--- src/rtl/ia_frame_loader.sv ---
// ia_frame_loader
// ---------------
// Frames the byte stream from the UART receiver into one register-load
// transaction. A frame has an optional sync header, NUM_BYTES payload bytes
// and an optional 8-bit additive checksum trailer. Each payload byte becomes
// one indexed register write. A frame ends with a one-cycle frame_done when
// it is good, or with a one-cycle frame_err and a cause code when it is
// aborted. An inter-byte timeout keeps a dropped byte from leaving the loader
// stuck inside a frame.
//
// Ports:
//   clk          system clock, rising edge
//   reset        synchronous, active-high; dominates every other input
//   rx_data      received byte, meaningful only while rx_valid = 1
//   rx_valid     one-cycle strobe per received byte
//   wr_en        one-cycle register write strobe
//   wr_idx       payload index of the write, 0..NUM_BYTES-1
//   wr_data      payload byte of the write
//   frame_start  one-cycle pulse when a frame begins
//   frame_done   one-cycle pulse when a frame completes good
//   frame_err    one-cycle pulse when a frame is aborted
//   err_code     01 = timeout, 10 = checksum mismatch; held until the next
//                frame_start
//   busy         high while inside a frame (payload or checksum phase)
//
// Every output is registered: the response to a byte is visible in the cycle
// after its rx_valid strobe.

module ia_frame_loader #(
  parameter int          NUM_BYTES      = 61,
  parameter int          IDX_W          = $clog2(NUM_BYTES),
  parameter bit          HEADER_EN      = 1'b1,
  parameter logic [7:0]  HEADER         = 8'hA5,
  parameter bit          CHK_EN         = 1'b1,
  parameter int          TIMEOUT_CYCLES = 100000
) (
  input  logic             clk,
  input  logic             reset,
  input  logic [7:0]       rx_data,
  input  logic             rx_valid,
  output logic             wr_en,
  output logic [IDX_W-1:0] wr_idx,
  output logic [7:0]       wr_data,
  output logic             frame_start,
  output logic             frame_done,
  output logic             frame_err,
  output logic [1:0]       err_code,
  output logic             busy
);

  localparam logic [1:0] ERR_NONE    = 2'b00;
  localparam logic [1:0] ERR_TIMEOUT = 2'b01;
  localparam logic [1:0] ERR_CHKSUM  = 2'b10;

  // The counter only has to reach TIMEOUT_CYCLES-1: expiry is declared on
  // the idle cycle that would take it to TIMEOUT_CYCLES.
  localparam int CNT_W   = (TIMEOUT_CYCLES > 1) ? $clog2(TIMEOUT_CYCLES) : 1;
  localparam int TO_LAST = (TIMEOUT_CYCLES > 0) ? TIMEOUT_CYCLES - 1 : 0;

  localparam logic [IDX_W-1:0] LAST_IDX = IDX_W'(NUM_BYTES - 1);

  typedef enum logic [1:0] {
    ST_IDLE,
    ST_PAYLOAD,
    ST_CHECK
  } state_t;

  state_t           state, state_n;
  logic [IDX_W-1:0] index, index_n;
  logic [7:0]       checksum, checksum_n;
  logic [CNT_W-1:0] cnt, cnt_n;

  logic             wr_en_n;
  logic [IDX_W-1:0] wr_idx_n;
  logic [7:0]       wr_data_n;
  logic             frame_start_n;
  logic             frame_done_n;
  logic             frame_err_n;
  logic [1:0]       err_code_n;
  logic             timeout_hit;

  // The timeout fires when an idle cycle inside a frame would carry the
  // counter up to TIMEOUT_CYCLES. A byte in that same cycle takes priority,
  // which the state logic below gets by testing rx_valid first.
  assign timeout_hit = (TIMEOUT_CYCLES != 0) && (cnt == CNT_W'(TO_LAST));

  // All state and all outputs are registered together. Reset puts the loader
  // back in IDLE with every output low, so a reset mid-frame produces no
  // completion or error pulse.
  always_ff @(posedge clk) begin
    if (reset) begin
      state       <= ST_IDLE;
      index       <= '0;
      checksum    <= '0;
      cnt         <= '0;
      wr_en       <= 1'b0;
      wr_idx      <= '0;
      wr_data     <= '0;
      frame_start <= 1'b0;
      frame_done  <= 1'b0;
      frame_err   <= 1'b0;
      err_code    <= ERR_NONE;
      busy        <= 1'b0;
    end else begin
      state       <= state_n;
      index       <= index_n;
      checksum    <= checksum_n;
      cnt         <= cnt_n;
      wr_en       <= wr_en_n;
      wr_idx      <= wr_idx_n;
      wr_data     <= wr_data_n;
      frame_start <= frame_start_n;
      frame_done  <= frame_done_n;
      frame_err   <= frame_err_n;
      err_code    <= err_code_n;
      busy        <= (state_n != ST_IDLE);
    end
  end

  // Next-state and next-output logic. Pulses default low and everything else
  // defaults to holding its value; wr_idx/wr_data only change on a write.
  // Inside a frame any byte, including one equal to HEADER, is data.
  always_comb begin
    state_n       = state;
    index_n       = index;
    checksum_n    = checksum;
    cnt_n         = cnt;
    wr_en_n       = 1'b0;
    wr_idx_n      = wr_idx;
    wr_data_n     = wr_data;
    frame_start_n = 1'b0;
    frame_done_n  = 1'b0;
    frame_err_n   = 1'b0;
    err_code_n    = err_code;

    case (state)
      ST_IDLE: begin
        cnt_n = '0;
        if (rx_valid) begin
          if (HEADER_EN) begin
            if (rx_data == HEADER) begin
              frame_start_n = 1'b1;
              err_code_n    = ERR_NONE;
              index_n       = '0;
              checksum_n    = '0;
              state_n       = ST_PAYLOAD;
            end
          end else begin
            // Headerless framing: the opening byte is payload byte 0.
            frame_start_n = 1'b1;
            err_code_n    = ERR_NONE;
            wr_en_n       = 1'b1;
            wr_idx_n      = '0;
            wr_data_n     = rx_data;
            checksum_n    = rx_data;
            index_n       = IDX_W'(1);
            state_n       = ST_PAYLOAD;
          end
        end
      end

      ST_PAYLOAD: begin
        if (rx_valid) begin
          cnt_n      = '0;
          wr_en_n    = 1'b1;
          wr_idx_n   = index;
          wr_data_n  = rx_data;
          checksum_n = checksum + rx_data;
          if (index == LAST_IDX) begin
            if (CHK_EN) begin
              state_n = ST_CHECK;
            end else begin
              frame_done_n = 1'b1;
              state_n      = ST_IDLE;
            end
          end else begin
            index_n = index + IDX_W'(1);
          end
        end else if (timeout_hit) begin
          frame_err_n = 1'b1;
          err_code_n  = ERR_TIMEOUT;
          cnt_n       = '0;
          state_n     = ST_IDLE;
        end else if (TIMEOUT_CYCLES != 0) begin
          cnt_n = cnt + CNT_W'(1);
        end
      end

      ST_CHECK: begin
        if (rx_valid) begin
          cnt_n   = '0;
          state_n = ST_IDLE;
          if (rx_data == checksum) begin
            frame_done_n = 1'b1;
          end else begin
            frame_err_n = 1'b1;
            err_code_n  = ERR_CHKSUM;
          end
        end else if (timeout_hit) begin
          frame_err_n = 1'b1;
          err_code_n  = ERR_TIMEOUT;
          cnt_n       = '0;
          state_n     = ST_IDLE;
        end else if (TIMEOUT_CYCLES != 0) begin
          cnt_n = cnt + CNT_W'(1);
        end
      end

      default: begin
        state_n = ST_IDLE;
        cnt_n   = '0;
      end
    endcase
  end

endmodule
--- config.mk ---
export PLATFORM = sky130hd
export DESIGN_NAME = ia_frame_loader
export DESIGN_NICKNAME = d
export VERILOG_FILES = /design/src/rtl/ia_frame_loader.sv
export SDC_FILE = /design/constraint.sdc
export NUM_CORES = 1
export LEC_CHECK = 0
export ABC_AREA = 1
export CELL_PAD_IN_SITES_DETAIL_PLACEMENT = 1
export CELL_PAD_IN_SITES_GLOBAL_PLACEMENT = 2
export CORE_AREA = 2 2 111 81
export CTS_BUF_LIST = sky130_fd_sc_hd__clkbuf_4
export DETAILED_ROUTE_END_ITERATION = 8
export DIE_AREA = 0 0 113 83
export GPL_TIMING_DRIVEN = 0
export PLACE_DENSITY_LB_ADDON = 0.1
export SLEW_MARGIN = 15
export SYNTH_ARGS = -nofsm -noshare
export SYNTH_HDL_FRONTEND = slang
export SYNTH_SLANG_ARGS = --single-unit
--- constraint.sdc ---
create_clock -name clk -period 2.3 [get_ports clk]
set_input_delay 0.46 -clock clk [delete_from_list [all_inputs] [get_ports clk]]
set_output_delay 0.46 -clock clk [all_outputs]
set_load 0.02 [all_outputs]
==> metrics <==
drc violations 2; share of cells above drive strength 1 0.136; arrival time at the worst endpoint roughly 2300 ps; Detail Route Antenna Nets 0; Placed Cells about 520; 1st-iter DRT viols just over 90; async set-reset flop share out of synthesis 0; row count 28; wire per inst approximately 15 um; Netlist cell types 42; GR Overflow Total 0; non-filler cells, final 530; clock buffer count from CTS 5; failing checks DRC; H-tree depth 2; Worst Tran Pin Value about 630 ps; Hold Vio Cnt, Final 0; vias per inst about 5; design area 3420 um2; vias in the first global route between 2000 and 3000; post-synth net total between 400 and 500; Synth area leader dfxtp_1; Seq cells post-synth 54; final setup fails 0; Post-synth top cells nand2_1 (65), dfxtp_1 (54), nor2_1 (51); dpl cell area 3360 um2; cell at the slowest stage of the critical path clkdlybuf4s50_1; Crit path max-delay family simple AND/OR/NAND/NOR gates; cts repair resizes 0; Syn Std Cell Area 2930 um2; Final Skew approximately 14 ps; Mapped Cells 388; CP peak stage delay approximately 460 ps; global-route wire length before repair ~13 mm; antenna cells 0; Leak between 1 and 1.5 nW; maximum clock path buffer count 2; layout filler cell count 1035; Max Cap Viol 0; Reg clk slew, reported paths 160 ps; critical-path maximum fanout 6; Starting Density 0.355; number of synthesized flops with an enable pin 0; I/O Buffers 30; insertion delay to the later sink of the worst-skew pair about 400 ps; Tot GR Track Use 0.179; post-layout util 0.413; CTS tree done; worst path bufs/invs 2; # clock sinks between 50 and 60; postcts setup bufs 0; CP startpoint kind input pin; detailed-router iteration count before antenna repair 6; Fmax around 510 MHz; drt total wl between 7 and 8 mm; top-count cell post-synth nand2_1; RSZ-0062 raised after global routing no; Area contributors post-synth dfxtp_1 (37%), nand2_1 (8.3%), nor2_1 (6.5%); Ports 32; worst path cell trace clkdlybuf4s50_1 > ha_1 > or2_0 > nor2_1 > nand3_1 > nand3_2 > nand2_1 > nand2_1 > nand2_1 > inv_1; total core area around 8300 um2; VDD IR max between 0.00015 and 0.0002 V; Net count, final between 400 and 500; ys flop type dfxtp_1; die area between 9000 and 10000 um2; Yosys top cell area share 0.369; Root Buffer clkbuf_4; CP Capture Type flip-flop; max-slew violation count 0; Final Wtd Congestion about 0.8; hpwl dp 6.14 mm; Layout Area Growth over Synthesis 16.5%; critical path class in2reg; width of the die roughly 110 um; Rel. slew slack 0.580; Vias between 2000 and 3000; CP Data Required Time roughly 2700 ps; Hold WC Path Type in2reg; P per Cell Area around 430 nW/um2; CTS Hold Bufs 0; most frequent CP cell nand2_1; synthesis warning total 0; Final Cycle Share 0.849; mean post-synth cell area roughly 7.6 um2; status complete, but fails checks; min Tclk post-route slightly below 2000 ps; sequential fraction of the synthesis area 0.369; largest net degree at the start of global routing 15; Die Y approximately 83 um; initial antenna violation count 0
-- registers in the layout, summed over array words and instances (netlist names), 2 cells and up --
signal,count
index,6
err_code,2
cnt,17
wr_idx,6
state,2
checksum,8
wr_data,8
-- stage by stage --
stage	hold slack [ps]	setup TNS (ps)	setup WS, ps	total power [W]
after floorplan	429	0	678	0.000997
after global placement	447	-83.1	-67.1	0.00103
after detailed placement	456	-56.4	-55.4	0.00104
after CTS	411	0	361	0.00149
after global routing	428	0	253	0.00154
final	424	0	347	0.00147
-- path summary, 6_finish.rpt --
check / cells past startpoint / endpoint / startpoint / slack, ps
worst max register to register: 6 / index[2] / state[1] / 500
worst max-delay path: 10 / err_code[0] / rx_data[2] / 350
worst min-delay path: 3 / frame_start / rx_valid / 420
worst min register to register: 2 / checksum[6] / checksum[6] / 480
-- power breakdown --
part	internal [W]	leakage, nW	switching (W)
logic	0.0000303	0.869	0.0000480
clock network	0.000140	0.0322	0.000310
registers	0.000936	0.435	0.000000270
-- worst register-to-register path: cells and delay by family, from the launching register on --
kind	cells	cell delay, ps
adders and majority gates	1	310
AOI/OAI and AO/OA	2	450
buffers and inverters	1	110
and+or+nand+nor	2	340
DFF	1	460
-- kinds of logic after synthesis --
kind of cell	Yosys count	synth area share
DFF	54	0.369
AOI/OAI and AO/OA	58	0.109
buffers and inverters	50	0.0695
and+or+nand+nor	200	0.352
adders and majority gates	16	0.0708
xor gates and xnor gates	10	0.0299
-- layer usage --
metal  share of wire  track usage  vias to the layer above
met5               0            0                        -
met4          0.0082       0.0366                        0
met3           0.034       0.0328                        5
met2            0.41        0.256                       33
met1            0.55        0.277                     1250
li1                -            -                     1344
-- placed cells by master, fill, tap and decap left out, drive strengths merged --
| cell | count |
|---|---|
| a211oi | 1 |
| a21boi | 1 |
| a21oi | 32 |
| a22oi | 1 |
| buf | 4 |
| clkbuf | 11 |
| clkdlybuf4s50 | 30 |
| clkinv | 1 |
| dfxtp | 54 |
| fa | 1 |
| ha | 15 |
| inv | 41 |
| nand2 | 76 |
| nand3 | 36 |
| nand3b | 1 |
| nand4 | 11 |
| nor2 | 61 |
| nor3 | 9 |
| nor3b | 1 |
| o211a | 1 |
| o21ai | 18 |
| o21bai | 4 |
| or2 | 5 |
| xnor2 | 5 |
| xor2 | 5 |
-- cell type report --
class | count | area [um2] | share of cell area
buffer | 8 | 46.3 | 0.0135
clock buffer | 7 | 52.6 | 0.0154
inverter | 42 | 158 | 0.0461
multi-input combinational | 284 | 1650 | 0.482
sequential | 54 | 1080 | 0.316
tap | 105 | 131 | 0.0384
timing repair buffer | 30 | 300 | 0.0879
Power figures use the tool's default switching activity.
